## src/rtl/blk_sched.sv

```systemverilog
// blk_sched: write-side sequencer for the block-threshold buffer.
// Turns vs_i/de_i timing into block coordinates and save strobes, and keeps
// malformed frames (long/short lines, extra lines, early vsync) away from the
// accumulator array. Every output is registered: outputs at t+1 describe the
// inputs sampled at t.
module blk_sched #(
   parameter int HBLKS  = 10,
   parameter int VBLKS  = 10,
   parameter int HBLK_W = 64,
   parameter int VBLK_H = 64
) (
   input  logic                     clk_i,
   input  logic                     rst_ni,
   input  logic                     vs_i,
   input  logic                     de_i,
   input  logic [7:0]               wd_i,
   output logic                     de_o,
   output logic [7:0]               wd_o,
   output logic [$clog2(HBLKS)-1:0] ht_o,
   output logic [$clog2(VBLKS)-1:0] vt_o,
   output logic                     h_save_o,
   output logic                     v_save_o,
   output logic                     vs_o,
   output logic                     err_o
);

   localparam int HW = $clog2(HBLKS);
   localparam int VW = $clog2(VBLKS);
   localparam int PW = (HBLK_W > 1) ? $clog2(HBLK_W) : 1;
   localparam int LW = (VBLK_H > 1) ? $clog2(VBLK_H) : 1;

   localparam logic [PW-1:0] PX_LAST = PW'(HBLK_W - 1);
   localparam logic [HW-1:0] HT_LAST = HW'(HBLKS - 1);
   localparam logic [LW-1:0] LN_LAST = LW'(VBLK_H - 1);
   localparam logic [VW-1:0] VT_LAST = VW'(VBLKS - 1);

   // Edge-detect history
   logic          vs_q, de_q;
   // Position counters and frame-status flags
   logic [PW-1:0] px_q, px_d;
   logic [HW-1:0] ht_q, ht_d;
   logic [LW-1:0] ln_q, ln_d;
   logic [VW-1:0] vt_q, vt_d;
   logic          hovf_q, hovf_d;           // line has run past its last block
   logic          line_full_q, line_full_d; // last block of the line was saved
   logic          row_done_q, row_done_d;   // final row committed; block until vs
   logic          abort_q, abort_d;         // line cut by vs; ignore rest of it
   logic          err_acc_q, err_acc_d;     // malformation seen in this frame
   logic          seen_q, seen_d;           // a frame start has happened since reset
   // Output registers
   logic          de_d, h_save_d, v_save_d, vs_o_d, err_o_d;
   logic [7:0]    wd_d;
   logic [HW-1:0] ht_o_d;
   logic [VW-1:0] vt_o_d;

   logic vs_rise, de_fall, in_range;

   assign vs_rise  = vs_i & ~vs_q;
   assign de_fall  = de_q & ~de_i;
   assign in_range = ~hovf_q & ~row_done_q & ~abort_q;

   // Next-state and output decode; frame start has priority over line end
   always_comb begin
      px_d        = px_q;
      ht_d        = ht_q;
      ln_d        = ln_q;
      vt_d        = vt_q;
      hovf_d      = hovf_q;
      line_full_d = line_full_q;
      row_done_d  = row_done_q;
      abort_d     = abort_q;
      err_acc_d   = err_acc_q;
      seen_d      = seen_q;
      de_d        = 1'b0;
      h_save_d    = 1'b0;
      v_save_d    = 1'b0;
      vs_o_d      = 1'b0;
      err_o_d     = err_o;
      wd_d        = wd_i;
      ht_o_d      = ht_o;
      vt_o_d      = vt_o;

      if (vs_rise) begin
         vs_o_d      = 1'b1;
         // Report only frames that had a proper start; a frame is good when the
         // last row was committed and nothing else went wrong.
         err_o_d     = seen_q & (err_acc_q | ~row_done_q | (ln_q != '0));
         seen_d      = 1'b1;
         px_d        = '0;
         ht_d        = '0;
         ln_d        = '0;
         vt_d        = '0;
         hovf_d      = 1'b0;
         line_full_d = 1'b0;
         row_done_d  = 1'b0;
         abort_d     = de_i;
         err_acc_d   = de_i;
      end else if (de_i) begin
         if (in_range) begin
            de_d   = 1'b1;
            ht_o_d = ht_q;
            vt_o_d = vt_q;
            if (px_q == PX_LAST) begin
               h_save_d = 1'b1;
               px_d     = '0;
               if (ht_q == HT_LAST) begin
                  hovf_d      = 1'b1;
                  line_full_d = 1'b1;
               end else begin
                  ht_d = ht_q + 1'b1;
               end
            end else begin
               px_d = px_q + 1'b1;
            end
         end else if (!abort_q) begin
            err_acc_d = 1'b1;
         end
      end else if (de_fall) begin
         px_d        = '0;
         ht_d        = '0;
         hovf_d      = 1'b0;
         line_full_d = 1'b0;
         if (abort_q) begin
            abort_d = 1'b0;
         end else if (row_done_q) begin
            err_acc_d = 1'b1;
         end else begin
            if (!line_full_q) err_acc_d = 1'b1;
            if (ln_q == LN_LAST) begin
               v_save_d = 1'b1;
               vt_o_d   = vt_q;
               ln_d     = '0;
               if (vt_q == VT_LAST) row_done_d = 1'b1;
               else                 vt_d       = vt_q + 1'b1;
            end else begin
               ln_d = ln_q + 1'b1;
            end
         end
      end
   end

   // State and output registers
   always_ff @(posedge clk_i or negedge rst_ni) begin
      if (!rst_ni) begin
         vs_q        <= 1'b0;
         de_q        <= 1'b0;
         px_q        <= '0;
         ht_q        <= '0;
         ln_q        <= '0;
         vt_q        <= '0;
         hovf_q      <= 1'b0;
         line_full_q <= 1'b0;
         row_done_q  <= 1'b0;
         abort_q     <= 1'b0;
         err_acc_q   <= 1'b0;
         seen_q      <= 1'b0;
         de_o        <= 1'b0;
         wd_o        <= '0;
         ht_o        <= '0;
         vt_o        <= '0;
         h_save_o    <= 1'b0;
         v_save_o    <= 1'b0;
         vs_o        <= 1'b0;
         err_o       <= 1'b0;
      end else begin
         vs_q        <= vs_i;
         de_q        <= de_i;
         px_q        <= px_d;
         ht_q        <= ht_d;
         ln_q        <= ln_d;
         vt_q        <= vt_d;
         hovf_q      <= hovf_d;
         line_full_q <= line_full_d;
         row_done_q  <= row_done_d;
         abort_q     <= abort_d;
         err_acc_q   <= err_acc_d;
         seen_q      <= seen_d;
         de_o        <= de_d;
         wd_o        <= wd_d;
         ht_o        <= ht_o_d;
         vt_o        <= vt_o_d;
         h_save_o    <= h_save_d;
         v_save_o    <= v_save_d;
         vs_o        <= vs_o_d;
         err_o       <= err_o_d;
      end
   end

endmodule

```

## config.mk

```make
export PLATFORM = sky130hd
export DESIGN_NAME = blk_sched
export DESIGN_NICKNAME = d
export VERILOG_FILES = /design/src/rtl/blk_sched.sv
export SDC_FILE = /design/constraint.sdc
export NUM_CORES = 1
export LEC_CHECK = 0
export CAP_MARGIN = 20
export CORE_ASPECT_RATIO = 0.8
export CORE_MARGIN = 2
export CORE_UTILIZATION = 50
export CTS_BUF_LIST = sky130_fd_sc_hd__clkbuf_4
export CTS_CLUSTER_SIZE = 20
export DETAILED_ROUTE_END_ITERATION = 7
export PLACE_DENSITY = 0.75
export SYNTH_ARGS = -nofsm -noshare
export SYNTH_HDL_FRONTEND = slang
export SYNTH_SLANG_ARGS = --single-unit
```

## constraint.sdc

```tcl
create_clock -name clk_i -period 2.23 [get_ports clk_i]
set_input_delay 0.446 -clock clk_i [delete_from_list [all_inputs] [get_ports clk_i]]
set_output_delay 0.446 -clock clk_i [all_outputs]
set_load 0.02 [all_outputs]
```

==> flow_summary.yaml <==
run_status:
  outcome: "finished clean"
layout:
  fillCellCount: 363
  mostFrequentLayoutCells: "48 x dfrtp_1, 31 x clkdlybuf4s50_1, 18 x nand2_1"
  syn_to_final_growth_pct: 25.2
  layout_commonest_cell: "dfrtp_1"
  antennaDiodeCount: 0
  nNetsFinal: 262
  drive_gt1_frac: 0.148
logic_synthesis:
  synth_top_area_share: 0.560
  ys_warn_count: 0
  netlist_instances: 195
  synth_edf_count: 0
  synth_top_cell_by_area: "dfrtp_1"
  syn_area_um2: 2150
  synthArstFlopShare: 1.00
  synth_cell_types: 44
  avgSynthCellArea_um2: 11.0
  synthesis.nets: 214
  synth.area.top_cells: "dfrtp_1 56%, ha_1 4.1%, mux2_2 3.7%"
  ys.flop_type: "dfrtp_1"
  seq_area_frac_synth: 0.560
  ys_ff_latch: 48
timing:
  timing.fmax_ghz: 0.503
  fin_crit_sh: 0.892
  rsz0062_at_grt: "false"
  skew_ns: 0.0152
  hold_slack_ns: 0.158
  finalHoldViolCount: 0
  fin_crit_ns: 1.99
  maxSlewViolCount: 0
  tns_ns: 0
  worstMarginPinSlew_ns: 0.583
  relSlewSlack: 0.611
  setup_violations: 0
pwr:
  ir_drop_v: 0.000451
  pwr-share-comb: 0.124
  p_int_w: 0.00123
  p_total_w: 0.00163
  p_sw_w: 0.000404
  pwr_density_cell_nw_per_um2: 607
  leakage_nw: 1.17
  pwr-share-seq: 0.574
  swShare: 0.247
  p_clk_frac: 0.302
floorplanning:
  num_rows: 21
  die_w_um: 77.2
  ioPinCount: 33
  die-area_um2: 4830
  fp.dieH_um: 62.6
  initial_utilization: 0.517
  core-area_um2: 4150
global_routing:
  track_usage: 0.199
  grt_pass1_vias: 1571
  grt_pass1_wl_mm: 7.61
  grt_overflow: 0
  grt_start_max_net_pins: 49
  antenna_found_initial: 0
setup_path:
  cp.arrival_ns: 2.29
  crit_path_end_kind: "register"
  cp-start-kind: "input pin"
  crit_type: "in -> reg"
  ff2ff_path_depth: 4
  crit_required_ns: 2.53
  crit_fanout: 4
route:
  drtIter0Drc: 134
  vias_per_cell: 5.49
  wl_per_cell_um: 14.4
  routed_wl_mm: 4.34
  vias: 1652
  drt_pass1_iterations: 4
  route.detailed.drc: 0
  drtAntennaViolNets: 0
min_path:
  min_path_type: "in -> async"
cts:
  clockBufferDepth: 2
  cts-buffers-inserted: 5
  root_buffer: "clkbuf_4"
  cts_hold_buf: 0
  clk_latency_ns: 0.36
  post_cts_buffers: 0
  post_cts_resized: 0
  htreeDepth: 2
  cts_tree: "built"
  clock_sinks: 48
  clk_pin_slew_ns: 0.14
place:
  post-dp-hpwl_mm: 3.12
  port_buffers: 32
  place.gp.congestion: 0.850
flow_run:
  timing.max_cap.violations: 0
[flip-flops by register name, indices dropped and copies added, names as in the netlist, 4 cells and up]
name / cells
ht_o: 4
ht_q: 4
ln_q: 6
px_q: 6
vt_o: 4
vt_q: 4
wd_o: 8
[power by group through the flow]
stage	clock [W]	sequential, W	combinational, W
2_1_floorplan	0	0.000962	0.0000925
3_3_place_gp	0	0.000953	0.000199
3_5_place_dp	0	0.000953	0.000203
4_1_cts	0.000508	0.000937	0.000203
5_1_grt	0.000551	0.000943	0.000226
6_report	0.000493	0.000937	0.000202
[cells by family (layout without fill, tap and decap cells)]
family | Yosys count | in the layout | share of synthesized area
compound gates | 40 | 40 | 0.117
xor+xnor | 3 | 3 | 0.0122
fa+ha+maj | 7 | 7 | 0.0408
buf+inv | 15 | 64 | 0.0344
flops | 48 | 48 | 0.560
mux | 7 | 7 | 0.0367
simple gates | 75 | 75 | 0.199
[metal layers]
metal	global-route usage	vias up	part of all wire
li1	-	801	-
met2	0.272	38	0.43
met5	0	-	0
met1	0.309	810	0.51
met3	0.0549	3	0.053
met4	0.0603	0	0.0041
[metrics by stage]
| step | instances | cell area (um^2) | worst slack (ns) | utilization |
|---|---|---|---|---|
| 4_1_cts | 301 | 2690 | 0.240 | 0.647 |
| 6_report | 301 | 2690 | 0.240 | 0.647 |
| 2_1_floorplan | 195 | 2150 | 0.115 | - |
| 3_3_place_gp | 293 | 2610 | -0.124 | 0.629 |
| 3_5_place_dp | 293 | 2610 | -0.142 | 0.629 |
| 5_1_grt | 301 | 2690 | 0.0875 | 0.647 |
[worst max-delay path, cell delays in order]
cell and delay (ns):
clkdlybuf4s50_1 0.47, or4b_1 0.46, or4b_4 0.58, nor4_2 0.22
a31o_1 0.12
[final cells by class]
class / count / area, um^2 / area share
Multi-Input combinational cell: 132 / 871 / 0.324
Clock buffer: 5 / 37.5 / 0.0140
Inverter: 7 / 26.3 / 0.00978
Sequential cell: 48 / 1200 / 0.447
Timing Repair Buffer: 49 / 443 / 0.165
Tap cell: 57 / 71.3 / 0.0265
Clock inverter: 3 / 37.5 / 0.0140
[worst paths after layout]
path                       slack (ns)       to  startpoint
max in group asynchronous        1.68  wd_o[6]      rst_ni
hold / removal                   0.16  vt_q[3]      rst_ni
setup reg to reg                 0.30  ht_q[1]     abort_q
hold reg to reg                  0.49   seen_q      seen_q
min in group clk_i               0.49   seen_q      seen_q
setup / recovery                 0.24  ht_q[1]        de_i
[Yosys cell counts (all sizes together) (2+ instances only)]
master / number
ha: 7
o31ai: 3
nor4b: 2
nor3: 7
nor2: 10
nand2b: 3
clkbuf: 3
nand3: 8
or4b: 2
or4: 2
inv: 7
nor2b: 2
a21oi: 10
a31oi: 2
mux2: 7
buf: 5
nor4: 3
or3: 2
o21ai: 14
o21a: 3
dfrtp: 48
xor2: 3
nand2: 18
nand4: 8
nand3b: 2
Note: power is estimated with default switching activity, not from simulation.
